## src/rtl/sram_pkg.sv

```systemverilog
`default_nettype none
// ---------------------------------------------------------------------------
//  Package : sram_pkg
//  Shared types and constants for the byte-wide SRAM FIFO controller.
//  Rev 1.0 : initial release
// ---------------------------------------------------------------------------
package sram_pkg;

   localparam int ADDR_W     = 7;
   localparam int DATA_W     = 8;
   localparam int SRAM_DEPTH = 128;

   // Controller sequencing: one SRAM op per WRITE/READ cycle, CAPTURE
   // is the cycle in which the SRAM read data is presented.
   typedef enum logic [1:0] {
      IDLE    = 2'd0,
      WRITE   = 2'd1,
      READ    = 2'd2,
      CAPTURE = 2'd3
   } fifo_state_t;

   // Kind of the most recently issued SRAM operation.
   typedef enum logic {
      WR = 1'b0,
      RD = 1'b1
   } op_t;

endpackage : sram_pkg
`default_nettype wire

```

## src/rtl/byte_sram_fifo_ctrl.sv

```systemverilog
`default_nettype none
// ---------------------------------------------------------------------------
//  Module  : byte_sram_fifo_ctrl
//  FIFO controller in front of a single-port byte SRAM. Writes and reads
//  share the one SRAM port; a one-entry output register holds the head
//  byte for the consumer.
//  Rev 1.0 : initial release
// ---------------------------------------------------------------------------
module byte_sram_fifo_ctrl
   import sram_pkg::*;
#(
   parameter int DEPTH = SRAM_DEPTH,
   parameter int DW    = DATA_W
)(
   input  logic                         sram_clk,
   input  logic                         sram_ares,
   input  logic                         push_valid,
   input  logic [DW-1:0]                push_data,
   output logic                         push_ready,
   output logic                         pop_valid,
   output logic [DW-1:0]                pop_data,
   input  logic                         pop_ready,
   output logic [$clog2(DEPTH+1)-1:0]   level,
   output logic                         full,
   output logic                         empty,
   output logic                         wr_enable,
   output logic                         rd_enable,
   output logic [$clog2(DEPTH)-1:0]     ram_index,
   output logic [DW-1:0]                sram_data_in,
   input  logic [DW-1:0]                sram_data_out
);

   localparam int                AW       = $clog2(DEPTH);
   localparam int                CNT_W    = $clog2(DEPTH + 1);
   localparam logic [CNT_W-1:0]  FULL_LVL = CNT_W'(DEPTH);

   // FSM and strobe registers
   fifo_state_t       state_q, state_d;
   logic              wr_enable_q, wr_enable_d;
   logic              rd_enable_q, rd_enable_d;

   // Datapath registers
   logic [AW-1:0]     wr_ptr_q, wr_ptr_d;
   logic [AW-1:0]     rd_ptr_q, rd_ptr_d;
   logic [CNT_W-1:0]  mem_cnt_q, mem_cnt_d;
   logic              out_valid_q, out_valid_d;
   logic [DW-1:0]     out_data_q, out_data_d;
   op_t               last_op_q, last_op_d;
   logic [AW-1:0]     ram_index_q, ram_index_d;
   logic [DW-1:0]     sram_data_in_q, sram_data_in_d;

   // Decoded status
   logic              w_in_write;
   logic              w_rd_busy;
   logic              w_rd_eligible;
   logic              w_push_ready;
   logic              w_push_hs;
   logic              w_pop_hs;
   logic              w_rd_issue;
   logic [CNT_W-1:0]  w_level;

   // Occupancy counts every byte the controller owns: stored in SRAM,
   // being written, being read back, or waiting in the output register.
   assign w_in_write    = (state_q == WRITE);
   assign w_rd_busy     = (state_q == READ) || (state_q == CAPTURE);
   assign w_level       = mem_cnt_q + CNT_W'(w_in_write) + CNT_W'(w_rd_busy)
                          + CNT_W'(out_valid_q);
   assign w_rd_eligible = (mem_cnt_q != '0) && !out_valid_q && !w_rd_busy;
   // A pending read that lost the last arbitration round wins this one.
   assign w_push_ready  = !sram_ares && (w_level < FULL_LVL) && (state_q != READ)
                          && !(w_rd_eligible && (last_op_q == WR));
   assign w_push_hs     = push_valid && w_push_ready;
   assign w_pop_hs      = out_valid_q && pop_ready;
   assign w_rd_issue    = w_rd_eligible && !w_push_hs;

   // State register and registered SRAM strobes
   always_ff @(posedge sram_clk) begin
      if (sram_ares) begin
         state_q     <= IDLE;
         wr_enable_q <= 1'b0;
         rd_enable_q <= 1'b0;
      end else begin
         state_q     <= state_d;
         wr_enable_q <= wr_enable_d;
         rd_enable_q <= rd_enable_d;
      end
   end

   // Next-state: a push takes the port, a READ always settles in CAPTURE
   always_comb begin
      state_d = IDLE;
      if (state_q == READ) begin
         state_d = CAPTURE;
      end else if (w_push_hs) begin
         state_d = WRITE;
      end else if (w_rd_eligible) begin
         state_d = READ;
      end else begin
         state_d = IDLE;
      end
   end

   // Strobe decode from the next state so the strobes leave a flop
   always_comb begin
      wr_enable_d = 1'b0;
      rd_enable_d = 1'b0;
      case (state_d)
         WRITE:   wr_enable_d = 1'b1;
         READ:    rd_enable_d = 1'b1;
         default: begin
            wr_enable_d = 1'b0;
            rd_enable_d = 1'b0;
         end
      endcase
   end

   // Datapath next values: pointers, SRAM address/data, count, output reg
   always_comb begin
      wr_ptr_d       = wr_ptr_q;
      rd_ptr_d       = rd_ptr_q;
      last_op_d      = last_op_q;
      ram_index_d    = ram_index_q;
      sram_data_in_d = sram_data_in_q;
      out_valid_d    = out_valid_q;
      out_data_d     = out_data_q;
      // A finished write and a newly issued read can coincide and cancel.
      mem_cnt_d      = mem_cnt_q + CNT_W'(w_in_write) - CNT_W'(w_rd_issue);

      if (w_push_hs) begin
         ram_index_d    = wr_ptr_q;
         sram_data_in_d = push_data;
         wr_ptr_d       = wr_ptr_q + 1'b1;
         last_op_d      = WR;
      end else if (w_rd_issue) begin
         ram_index_d    = rd_ptr_q;
         rd_ptr_d       = rd_ptr_q + 1'b1;
         last_op_d      = RD;
      end

      // Reads are only issued with the output register empty, so the
      // capture and a pop never collide.
      if (state_q == CAPTURE) begin
         out_valid_d = 1'b1;
         out_data_d  = sram_data_out;
      end else if (w_pop_hs) begin
         out_valid_d = 1'b0;
      end
   end

   // Datapath registers; reset abandons any in-flight SRAM operation
   always_ff @(posedge sram_clk) begin
      if (sram_ares) begin
         wr_ptr_q       <= '0;
         rd_ptr_q       <= '0;
         mem_cnt_q      <= '0;
         out_valid_q    <= 1'b0;
         out_data_q     <= '0;
         last_op_q      <= RD;
         ram_index_q    <= '0;
         sram_data_in_q <= '0;
      end else begin
         wr_ptr_q       <= wr_ptr_d;
         rd_ptr_q       <= rd_ptr_d;
         mem_cnt_q      <= mem_cnt_d;
         out_valid_q    <= out_valid_d;
         out_data_q     <= out_data_d;
         last_op_q      <= last_op_d;
         ram_index_q    <= ram_index_d;
         sram_data_in_q <= sram_data_in_d;
      end
   end

   assign push_ready   = w_push_ready;
   assign pop_valid    = out_valid_q;
   assign pop_data     = out_data_q;
   assign level        = w_level;
   assign full         = (w_level == FULL_LVL);
   assign empty        = (w_level == '0);
   assign wr_enable    = wr_enable_q;
   assign rd_enable    = rd_enable_q;
   assign ram_index    = ram_index_q;
   assign sram_data_in = sram_data_in_q;

endmodule : byte_sram_fifo_ctrl
`default_nettype wire

```

## config.mk

```make
export PLATFORM = sky130hd
export DESIGN_NAME = byte_sram_fifo_ctrl
export DESIGN_NICKNAME = d
export VERILOG_FILES = /design/src/rtl/sram_pkg.sv /design/src/rtl/byte_sram_fifo_ctrl.sv
export SDC_FILE = /design/constraint.sdc
export NUM_CORES = 1
export LEC_CHECK = 0
export ABC_AREA = 1
export CAP_MARGIN = 20
export CORE_MARGIN = 4
export CORE_UTILIZATION = 52
export CTS_CLUSTER_DIAMETER = 40
export DETAILED_ROUTE_END_ITERATION = 8
export GPL_TIMING_DRIVEN = 0
export PLACE_DENSITY = 0.81
export SYNTH_ARGS = -nofsm -noshare
export SYNTH_HDL_FRONTEND = slang
export SYNTH_SLANG_ARGS = --single-unit
```

## constraint.sdc

```tcl
create_clock -name sram_clk -period 7.9 [get_ports sram_clk]
set_input_delay 1.58 -clock sram_clk [delete_from_list [all_inputs] [get_ports sram_clk]]
set_output_delay 1.58 -clock sram_clk [all_outputs]
set_load 0.02 [all_outputs]
```

==> flow_metrics.tcl <==
set metrics [dict create \
    reg2reg_from "state_q[1]" \
    clk_latency_ps 300 \
    clock_skew_ps 6.137 \
    cts_buffer_depth 2 \
    ys.flop_type "dfxtp_1" \
    num_rows 25 \
    cts_sinks 51 \
    synth_top_cell_by_area "dfxtp_1" \
    synth-edff-count 0 \
    fin_nets 438 \
    powerDensity_nw_per_um2 336.9 \
    dieWidth_um 78.20 \
    synth_cell_types 33 \
    path_max_fanout 6 \
    ios 57 \
    tightest_slew_ps 535.6 \
    vias 2446 \
    crit_arrival_ps 3200 \
    period_share_pct 60.52 \
    worst_slack_ps 3119 \
    irDropWorstVdd_mv 0.1568 \
    gp_congestion 0.8724 \
    whs_path_depth 2 \
    h-tree-depth 2 \
    hold_class "flop to flop" \
    synth-seq-cells 51 \
    post-cts-setup-buffers 0 \
    dp_hpwl_um 4475 \
    period_needed_ps 4781 \
    core_um2 4755 \
    area_growth_syn_to_layout_pct 28.81 \
    cts_tree "built" \
    diodes 0 \
    r2r_setup_slack_ps 4710 \
    clk_pin_slew_ps 90 \
    worstHoldStart "sram_data_in[7]" \
    cp-start-kind "flop" \
    required_ps 6320 \
    start_util_pct 53.89 \
    drc 0 \
    io_buffers 55 \
    status "finished, final reports clean" \
    rsz0062_at_grt "no" \
    cap_viol_max_count 0 \
    drt_iter0_drc 94 \
    crit_family "adder cells" \
    path_buf_inv 1 \
    root_buffer "clkbuf_8" \
    grt_max_degree 16 \
    path_cells "nor2_1, ha_1, fa_1, ha_1, xnor2_1, nor4_1, nand2_1, nor2_1, clkdlybuf4s50_1" \
    synth_simple_gate_area_share_pct 32.08 \
    r2r_end "mem_cnt_q[6]" \
    cts_resized 0 \
    worstSetupPathType "flop to output pin" \
    ff_latch_area_um2 1021 \
    slowest_delay_ps 610 \
    grt_pass1_wl_um 9860 \
    synthTopCellsByArea "dfxtp_1 (40%), nand2_1 (10%), nand3_1 (6.3%)" \
    yosysTopAreaCellShare_pct 39.84 \
    synth_commonest_cells "nand2_1 (71), dfxtp_1 (51), nor2_1 (40), inv_1 (33), nand3_1 (32)" \
    wl_um 5931 \
    netlist_area_um2 2562 \
    synth_top_family_by_area "simple AND/OR/NAND/NOR gates" \
    nFillCells 437 \
    grt_use_total_pct 19.96 \
    postSynth.asyncResetShare_pct 0 \
    critPathLaunch "state_q[1]" \
    die_area_um2 6115 \
    synthAdderAreaFrac_pct 4.199 \
    multi_input_comb_area_um2 1321 \
    detail_route.wl_per_cell_um 12.41 \
    postLayoutCoreUtil_pct 69.42 \
    yosysSeqAreaShare_pct 39.84 \
    setup_tns_ps 0 \
    worstRegToRegCells 20 \
    antenna_found_initial 0 \
    finalHoldViolations 0 \
    drive_above_1_share_pct 9.002 \
    setup_viol 0 \
    synth_cells 348 \
    dp_slack_ps 3327 \
    chipHeight_um 78.20 \
    muxShareOfSynthArea_pct 0 \
    ys_warn_count 0 \
    synth_compound_area_share_pct 10.16 \
    dr.pass1.iters 4 \
    routed_via_density 5.117 \
    holdBufCountCts 0 \
    slew_viol_final 0 \
    whs_endpoint "sram_data_in[7]" \
    numCtsBuffers 5 \
    fmax_mhz 209.2 \
    synthXorXnorAreaFrac_pct 5.127 \
    grt_pass1_vias 2185 \
    maxSlewHeadroom_pct 64.29 \
    syn_avg_cell_area_um2 7.363 \
    synth_most_common_cell "nand2_1" \
    slowest_stage "clkdlybuf4s50_1" \
    p_leak_uw 0.001389 \
    syn_nets 376 \
    end_kind "output pin" \
    overflow 0 \
    antenna_left 0 \
]
-- cell families (layout without fill, tap and decap cells) --
group	Yosys count	after routing
buffers and inverters	50	113
flip-flops	51	51
AO/OA/AOI/OAI	48	48
AND/OR/NAND/NOR	176	176
adder cells (fa/ha/maj)	8	8
XOR/XNOR	15	15
-- placed cells by master (no fill, tap or decap), types with 2 or more instances in the layout --
cell	count
buf_2	2
inv_1	33
a21oi_2	3
o21ai_1	2
nand4_1	11
o21ai_0	14
nand3b_1	2
ha_1	7
xor2_1	11
a21oi_1	27
nor2_2	3
nor4_1	2
buf_6	2
inv_2	4
clkbuf_1	6
nand2_1	71
nand3_2	4
clkdlybuf4s50_1	55
dfxtp_1	51
nand3_1	32
xnor2_1	4
nor3_1	3
clkbuf_8	7
nand2_2	4
nor2_1	40
-- power breakdown --
part	internal (µW)	leakage, µW	switching, µW
Combinational	230	0.000923	367
Clock	79.8	0.0000505	86.9
Sequential	308	0.000416	39.5
-- how the worst max path moves through the flow --
stage,endpoint,slack [ps],cells after the start
final,empty,3120,9
after global routing,empty,2910,9
after floorplan,empty,4050,10
after CTS,empty,3090,9
after detailed placement,push_ready,3330,5
after global placement,push_ready,3330,5
-- layout make-up --
cell class,count,area share (%)
Buffer,13,2.464
Clock buffer,7,2.919
Clock inverter,1,0.2274
Inverter,37,4.208
Multi-Input combinational cell,247,40.03
Sequential cell,51,30.93
Tap cell,67,2.540
Timing Repair Buffer,55,16.68
-- routing by layer --
| metal | vias up | track usage, % | share of wire (%) |
|---|---|---|---|
| met2 | 61 | 34.16 | 50 |
| li1 | 1255 | - | - |
| met3 | 9 | 3.555 | 3.4 |
| met4 | 0 | 6.119 | 1.3 |
| met5 | - | 0 | 0 |
| met1 | 1121 | 25.59 | 45 |
-- sequential cells by signal, indices dropped and copies added (netlist names) --
signal and count:
mem_cnt_q 8, pop_data 8, sram_data_in 8, ram_index 7, rd_ptr_q 7, wr_ptr_q 7
state_q 2, last_op_q 1, pop_valid 1, rd_enable 1, wr_enable 1
-- worst reg2reg max path, cell delays in order, from the launching register on --
cell     delay (ps)
dfxtp_1         430
nor2_1           80
ha_1            230
ha_1            210
nand2_1         160
nand2_2         140
nor2_2          130
nand2_1         110
nor2_4          170
nand2_2          80
nand2_2          80
nand4_4         100
buf_8           180
nand2_4         120
inv_2            60
ha_1            210
ha_1            210
nand4_1         120
nor2_1           70
o21ai_0         140
a21oi_1          50
-- stage by stage --
stage	hold slack [ps]	std cells	total power [µW]	cell area, µm²
2_1_floorplan	428.9	348	748.8	2562
3_3_place_gp	445.6	470	933.9	3197
3_5_place_dp	457.1	470	950.6	3197
4_1_cts	470.7	478	1117	3301
5_1_grt	491.9	478	1198	3301
6_report	468.0	478	1112	3301
No activity file was read; power rests on OpenSTA's default activity.
